**src/rtl/alu_issue_arbiter.sv**
```systemverilog
// Two-slot round-robin issue arbiter sharing one ALU, with a single
// registered result stage and valid/ready handshakes on both sides.

module alu_issue_alu (
  input  logic [31:0] a_i,
  input  logic [31:0] b_i,
  input  logic [3:0]  f_i,
  input  logic [4:0]  shamt_i,
  output logic [31:0] y_o,
  output logic        err_o
);

  logic [31:0] diff;

  assign diff = a_i + ~b_i + 32'd1;

  // Unlisted function codes produce zero and flag an error.
  always_comb begin
    y_o   = '0;
    err_o = 1'b0;
    unique case (f_i)
      4'b0000: y_o = a_i & b_i;
      4'b0001: y_o = a_i | b_i;
      4'b0010: y_o = a_i + b_i;
      4'b1010: y_o = diff;
      4'b1011: y_o = {31'd0, diff[31]};
      4'b0100: y_o = b_i << shamt_i;
      default: err_o = 1'b1;
    endcase
  end

endmodule

module alu_issue_arbiter #(
  parameter int unsigned TAG_W = 4
) (
  input  logic             clk,
  input  logic             reset,
  input  logic             req0_valid,
  output logic             req0_ready,
  input  logic [31:0]      req0_a,
  input  logic [31:0]      req0_b,
  input  logic [3:0]       req0_f,
  input  logic [4:0]       req0_shamt,
  input  logic [TAG_W-1:0] req0_tag,
  input  logic             req1_valid,
  output logic             req1_ready,
  input  logic [31:0]      req1_a,
  input  logic [31:0]      req1_b,
  input  logic [3:0]       req1_f,
  input  logic [4:0]       req1_shamt,
  input  logic [TAG_W-1:0] req1_tag,
  output logic             res_valid,
  input  logic             res_ready,
  output logic [31:0]      res_y,
  output logic [TAG_W-1:0] res_tag,
  output logic             res_src,
  output logic             res_err
);

  localparam int unsigned DATA_W  = 32;
  localparam int unsigned FUNC_W  = 4;
  localparam int unsigned SHAMT_W = 5;

  logic               res_valid_q, res_valid_d;
  logic [DATA_W-1:0]  res_y_q, res_y_d;
  logic [TAG_W-1:0]   res_tag_q, res_tag_d;
  logic               res_src_q, res_src_d;
  logic               res_err_q, res_err_d;
  logic               ptr_q, ptr_d;

  logic               can_accept;
  logic               sel;
  logic               accept;
  logic [DATA_W-1:0]  op_a, op_b, alu_y;
  logic [FUNC_W-1:0]  op_f;
  logic [SHAMT_W-1:0] op_shamt;
  logic [TAG_W-1:0]   op_tag;
  logic               alu_err;

  // The pointer only matters on contention; a lone requester wins outright.
  assign can_accept = !res_valid_q | res_ready;
  assign sel        = (req0_valid & req1_valid) ? ptr_q : req1_valid;
  assign accept     = !reset & can_accept & (req0_valid | req1_valid);
  assign req0_ready = accept & !sel;
  assign req1_ready = accept & sel;

  assign op_a     = sel ? req1_a     : req0_a;
  assign op_b     = sel ? req1_b     : req0_b;
  assign op_f     = sel ? req1_f     : req0_f;
  assign op_shamt = sel ? req1_shamt : req0_shamt;
  assign op_tag   = sel ? req1_tag   : req0_tag;

  alu_issue_alu u_alu (
    .a_i     (op_a),
    .b_i     (op_b),
    .f_i     (op_f),
    .shamt_i (op_shamt),
    .y_o     (alu_y),
    .err_o   (alu_err)
  );

  // Result stage: load on accept, otherwise drain clears only the valid flag.
  always_comb begin
    res_valid_d = res_valid_q;
    res_y_d     = res_y_q;
    res_tag_d   = res_tag_q;
    res_src_d   = res_src_q;
    res_err_d   = res_err_q;
    ptr_d       = ptr_q;
    if (accept) begin
      res_valid_d = 1'b1;
      res_y_d     = alu_y;
      res_tag_d   = op_tag;
      res_src_d   = sel;
      res_err_d   = alu_err;
      ptr_d       = !sel;
    end else if (res_ready) begin
      res_valid_d = 1'b0;
    end
  end

  always_ff @(posedge clk) begin
    if (reset) begin
      res_valid_q <= 1'b0;
      res_y_q     <= '0;
      res_tag_q   <= '0;
      res_src_q   <= 1'b0;
      res_err_q   <= 1'b0;
      ptr_q       <= 1'b0;
    end else begin
      res_valid_q <= res_valid_d;
      res_y_q     <= res_y_d;
      res_tag_q   <= res_tag_d;
      res_src_q   <= res_src_d;
      res_err_q   <= res_err_d;
      ptr_q       <= ptr_d;
    end
  end

  assign res_valid = res_valid_q;
  assign res_y     = res_y_q;
  assign res_tag   = res_tag_q;
  assign res_src   = res_src_q;
  assign res_err   = res_err_q;

endmodule

```
**config.mk**
```make
export PLATFORM = sky130hd
export DESIGN_NAME = alu_issue_arbiter
export DESIGN_NICKNAME = d
export VERILOG_FILES = /design/src/rtl/alu_issue_arbiter.sv
export SDC_FILE = /design/constraint.sdc
export NUM_CORES = 1
export LEC_CHECK = 0
export CAP_MARGIN = 25
export CELL_PAD_IN_SITES_DETAIL_PLACEMENT = 1
export CELL_PAD_IN_SITES_GLOBAL_PLACEMENT = 1
export CORE_MARGIN = 3
export CORE_UTILIZATION = 41
export CTS_CLUSTER_SIZE = 28
export DETAILED_ROUTE_END_ITERATION = 10
export GPL_ROUTABILITY_DRIVEN = 1
export PLACE_DENSITY = 0.95
export SLEW_MARGIN = 20
export SYNTH_ARGS = -nofsm -noshare
export SYNTH_HDL_FRONTEND = slang
export SYNTH_SLANG_ARGS = --single-unit
```
**constraint.sdc**
```tcl
create_clock -name clk -period 7.7 [get_ports clk]
set_input_delay 1.54 -clock clk [delete_from_list [all_inputs] [get_ports clk]]
set_output_delay 1.54 -clock clk [all_outputs]
set_load 0.01 [all_outputs]
```
==> results of run 1 <==
synthesized netlist by cell type, drive strengths merged (5+ instances only):
cell type  instances  share of area (%)
nand2            231                8.8
mux2i            122                 13
a21oi            113                5.8
inv               97                3.7
nor2              96                3.7
ha                91                 12
o21ai             91                4.6
clkbuf            52                2.0
buf               51                2.9
mux2              43                4.9
dfxtp             40                8.1
nor3              31                1.6
nand3             27                1.4
a221oi            21                1.9
o211ai            21                1.6
a211oi            20                1.6
o221ai            19                1.7
a31oi             18                1.1
nand2b            16                1.0
a21o              14                1.1
or3               13               0.82
nand4             12               0.76
a21boi            11               0.84
nor4              11               0.76
a221o              9               0.91
nor2b              9               0.57
o21a               9               0.68
o22ai              9               0.57
o31ai              9               0.73
xnor2              9               0.80
o2111ai            8               0.77
a2111oi            7               0.89
a22oi              7               0.53
o21bai             7               0.53
or2                6               0.38
a211o              5               0.44
and2               5               0.32
and3               5               0.32
nor3b              5               0.38
o2bb2ai            5               0.44
xor2               5               0.44
state kept, by name, indices dropped and copies added, names as in the netlist:
signal	cells
res_tag	4
res_err	1
res_src	1
res_y	32
ptr_q	1
res_valid	1
cell families (layout without fill, tap and decap cells):
family                   Yosys count  in the layout  share of synthesized area [%]
flip-flops                        40             40                           8.10
buffers and inverters            200            338                           8.52
AND/OR/NAND/NOR                  479            479                           21.8
XOR/XNOR                          14             14                           1.24
other                              0              1                              0
adder cells (fa/ha/maj)           93             93                           11.9
multiplexers                     166            166                           17.7
AO/OA/AOI/OAI                    445            445                           30.7
power breakdown:
group / total [W] / switching, W / internal [W]
logic: 0.00114 / 0.000714 / 0.000423
registers: 0.000223 / 0.00000633 / 0.000216
clock network: 0.000275 / 0.000122 / 0.000153
critical path, stage by stage:
cell             delay, ns
clkdlybuf4s50_1       0.81
inv_2                 0.12
nor2_4                0.62
mux2i_1               0.43
inv_1                 0.11
ha_1                  0.46
nand2b_1              0.16
o311ai_1              0.14
a2111oi_1             0.59
o21ai_0               0.20
nor3b_1               0.51
o21a_1                0.21
nor2_1                0.05
a211o_1               0.31
a311o_1               0.35
cell type report:
type | count | area share (%)
Tap cell | 319 | 3.25
Multi-Input combinational cell | 1197 | 67.5
Clock buffer | 5 | 1.02
Inverter | 97 | 2.96
Clock inverter | 3 | 0.346
Antenna cell | 1 | 0.0204
Timing Repair Buffer | 233 | 18.4
Sequential cell | 40 | 6.52
worst paths after layout:
path / end / startpoint / slack (ns)
min: res_y[2]$_SDFFE_PP0P_ / res_y[2]$_SDFFE_PP0P_ / 0.47
max reg2reg: res_y[27]$_SDFFE_PP0P_ / ptr_q$_SDFFE_PP0P_ / 2.69
max: res_y[27]$_SDFFE_PP0P_ / req1_valid / 1.29
min reg2reg: res_y[2]$_SDFFE_PP0P_ / res_y[2]$_SDFFE_PP0P_ / 0.47
per-layer routing:
metal / track usage (%) / up-vias
li1: - / 5512
met4: 17.4 / 0
met2: 60.4 / 828
met5: 0 / -
met3: 7.10 / 184
met1: 49.0 / 6154
through the flow:
| step | utilization [%] | worst slack, ns |
|---|---|---|
| 2_1_floorplan | - | 2.06 |
| 3_3_place_gp | 51.3 | 1.37 |
| 3_5_place_dp | 51.3 | 1.14 |
| 4_1_cts | 52.0 | 1.46 |
| 5_1_grt | 52.0 | 1.17 |
| 6_report | 52.0 | 1.29 |
==> impl_metrics.yaml, run 1 <==
die:
  io_pins: 200
  die_y_um: 161
  start_util_pct: 41.9
  core_sq_um: 23600
  fp.dieArea_sq_um: 26000
  fp.dieW_um: 161
  rows: 56
power_and_ir_drop:
  power_density_nw_per_um2: 133
  vdd_drop_max_mv: 0.0874
  p_leak_nw: 5.23
  power.total_w: 0.00163
route:
  viasPerCell: 6.69
  ant_nets: 0
  initialDrtViolationCount: 1505
  drc: 0
  met1_length_um: 20600
  first_pass_iters: 8
  vias: 12700
  wl_met3_um: 5260
  routed_wl_um: 51100
  wl_per_cell_um: 27.0
  route.met2.wl_um: 22600
  top_layer_used: "met4"
synthesis:
  synth_cells: 1437
  syn_nets: 1689
  yosys_most_used_dff: "dfxtp_1"
  synth-seq-cells: 40
  async_flop_share_pct: 0
  post_synth_num_cell_types: 93
  synth_area_sq_um: 9890
  avgSynthCellArea_sq_um: 6.88
  synth_edf_count: 0
  yosysSeqAreaShare_pct: 8.10
  ys_warn_count: 0
grt:
  grt_max_degree: 51
  antenna_found_initial: 1
  grt_pass1_wl_um: 76600
  grt-ovfl-total: 0
  track_usage_pct: 37.7
  first_global_vias: 12900
finish:
  fillers: 3043
  final_layout_size_suffix_gt1_share_pct: 7.17
  area_growth_pct: 24.3
  mostFrequentLayoutCell: "nand2_1"
  fin_cells: 1895
  multiInputGateArea_sq_um: 8290
  final_cell_mix: "nand2_1 (230), clkdlybuf4s50_1 (199), mux2i_1 (119)"
  stdcell_area_sq_um: 12300
  num-nets-final: 1826
  seqCellArea_sq_um: 801
clock_network:
  cts_resized: 0
  clock-sinks: 40
  clk_latency_ns: 0.32
  clockBufferDepth: 2
  clk_pin_slew_ns: 0.08
  cts_tree: "built"
  cts_made_buffers: 5
  htreeDepth: 2
  cts_root_buf: "clkbuf_16"
  postCtsHoldBufs: 0
  postCtsSetupBuffers: 0
placed_design:
  dpl-instance-area_sq_um: 12100
  placed_cells: 1885
  dp_hpwl_um: 40300
  port_buffers: 199
  place_congestion: 1.01
outcome:
  outcome: "complete, no violations"
timing:
  worst_pin_slew_ns: 0.962
  setup_tns_ns: 0
  finalClockSkew_ns: 0.00839
  slew_viol_final: 0
  setup_viol_count_final: 0
  period_share_pct: 83.3
  hold_viol_final: 0
  timing.fmax_mhz: 156
  fin_crit_ns: 6.41
  relSlewSlack_pct: 34.5
  holdWs_ns: 0.471
  rsz0062_at_grt: "false"
worst_setup_path:
  cp_max_fo: 25
  crit_type: "in -> reg"
  reg2reg_depth: 15
  worst_ep_arrival_time_ns: 6.62
  worstSetupStartpointType: "primary input"
  setup.worst_path.end_class: "register"
  worstPathRequired_ns: 7.91
worst_hold_path:
  hold_class: "reg -> reg"
  hold_depth: 2
run:
  drv_cap: 0
Note: power is estimated with default switching activity, not from simulation.
==> inputs of run 2 (changes only) <==
- CORE_UTILIZATION: 41 -> 35
- PLACE_DENSITY: 0.95 -> 0.9
- clock period: 7.7 -> 5.41 ns (I/O delays scaled with it)
==> impl_metrics.yaml, run 2 (synthesis results as in run 1) <==
finish:
  num-nets-final: 1862
  mostFrequentLayoutCell: "nand2_1"
  fin_cells: 1982
  fillers: 3508
  final_cell_mix: "nand2_1 (230), clkdlybuf4s50_1 (199), mux2i_1 (119)"
  area_growth_pct: 27.5
  largest_reg_flops: 32
  final_layout_size_suffix_gt1_share_pct: 9.25
  n_antenna_cell: 0
timing:
  slew_viol_final: 0
  timing.fmax_mhz: 193
  finalClockSkew_ns: 0.00981
  hold_viol_final: 0
  rsz0062_at_grt: "false"
  holdWs_ns: 0.465
  worst_pin_slew_ns: 0.913
  setup_tns_ns: 0
  fin_ws_ns: 0.237
  relSlewSlack_pct: 37.9
  setup_viol_count_final: 0
  period_share_pct: 95.6
  fin_crit_ns: 5.17
route:
  routed_wl_um: 50800
  drc: 0
  vias: 12800
  first_pass_iters: 6
  ant_nets: 0
  wl_per_cell_um: 25.6
  initialDrtViolationCount: 1698
  viasPerCell: 6.47
clock_network:
  postCtsSetupBuffers: 0
  cts_made_buffers: 5
  cts_tree: "built"
  clk_latency_ns: 0.32
  cts_root_buf: "clkbuf_16"
  postCtsHoldBufs: 0
  clk_pin_slew_ns: 0.08
  htreeDepth: 2
  clock-sinks: 40
  clockBufferDepth: 2
  cts_resized: 0
grt:
  grt-ovfl-total: 0
  grt_pass1_wl_um: 76300
  antenna_found_initial: 0
  first_global_vias: 13000
  track_usage_pct: 31.7
  grt_max_degree: 41
worst_hold_path:
  hold_depth: 2
  hold_path_end: "res_y[6]$_SDFFE_PP0P_"
  holdCritStartpoint: "res_y[6]$_SDFFE_PP0P_"
  hold_class: "reg -> reg"
placed_design:
  dp_hpwl_um: 40600
  place_congestion: 1.03
  pre_cts_ws_ns: -0.147
  port_buffers: 199
  placed_cells: 1975
worst_setup_path:
  worst_ep_arrival_time_ns: 5.39
  crit_type: "in -> reg"
  max_stage_delay_ns: 0.59
  worstSetupStartpointType: "primary input"
  cp_max_fo: 16
  reg2reg_depth: 15
  setup.worst_path.end_class: "register"
  worstPathBufferInverterCount: 3
  crit_family: "compound AO/OA/AOI/OAI gates"
  r2r_slack_ns: 1.17
  r2r_start: "ptr_q$_SDFFE_PP0P_"
  path_common_cell: "o2bb2ai_1"
  worstPathRequired_ns: 5.63
  cp_cell_sequence: "clkdlybuf4s50_1 > nand2b_1 > nand2_4 > buf_12 > mux2i_1 > inv_1 > ha_1 > nor2b_1 > a211oi_1 > o2bb2ai_1 > nor4_1 > o21bai_1 > a21boi_0 > o2bb2ai_1 > o22ai_1 > a221oi_1"
  rr_endpoint: "res_y[23]$_SDFFE_PP0P_"
  crit_slowest_cell: "nor4_1"
die:
  io_pins: 200
  fp.dieArea_sq_um: 30300
  die_y_um: 174
  core_sq_um: 27300
  rows: 60
  fp.dieW_um: 174
  start_util_pct: 36.2
run:
  drv_cap: 0
power_and_ir_drop:
  p_leak_nw: 5.40
  power.total_w: 0.00232
  vdd_drop_max_mv: 0.129
  power_density_nw_per_um2: 184
outcome:
  outcome: "complete, no violations"
[run 2: cell type report]
class	count	area (sq um)	share of cell area (%)
multi-input combinational	1197	8280	65.7
timing repair buffer	269	2550	20.3
sequential	40	801	6.35
tap	372	465	3.69
inverter	97	364	2.89
clock buffer	5	125	0.993
clock inverter	2	12.5	0.0993
[run 2: worst max-delay path by stage]
stage                     startpoint                endpoint  cells past startpoint
after floorplan           req0_valid  res_y[28]$_SDFFE_PP0P_                     21
after global placement    req1_valid  res_y[27]$_SDFFE_PP0P_                     17
after detailed placement  req1_valid  res_y[27]$_SDFFE_PP0P_                     17
after CTS                 req1_valid  res_y[27]$_SDFFE_PP0P_                     17
after global routing      req0_valid  res_y[23]$_SDFFE_PP0P_                     16
final                     req0_valid  res_y[23]$_SDFFE_PP0P_                     16
[run 2: routing by layer]
metal	up-vias	part of all wire [%]	GRT usage (%)
met2	960	44	50.4
met5	-	0	0
met3	237	12	8.65
met1	6050	38	39.0
li1	5586	-	-
met4	0	6.0	16.6
[run 2: power breakdown]
group	total (W)	switching [W]	leakage (nW)	internal, W
Combinational	0.00166	0.00102	5.01	0.000638
Sequential	0.000318	0.00000984	0.325	0.000308
Clock	0.000344	0.000175	0.0657	0.000169
Total	0.00232	0.00121	5.40	0.00112
[run 2: worst min-delay path, cell delays in order (launching register included)]
cell,delay (ns)
dfxtp_1,0.32
nand2_1,0.05
a21oi_1,0.05
[run 2: per-stage QoR]
step	util [%]	instance area [sq um]
2_1_floorplan	-	9890
3_5_place_dp	45.6	12500
4_1_cts	46.1	12600
5_1_grt	46.1	12600
3_3_place_gp	45.6	12500
6_report	46.1	12600
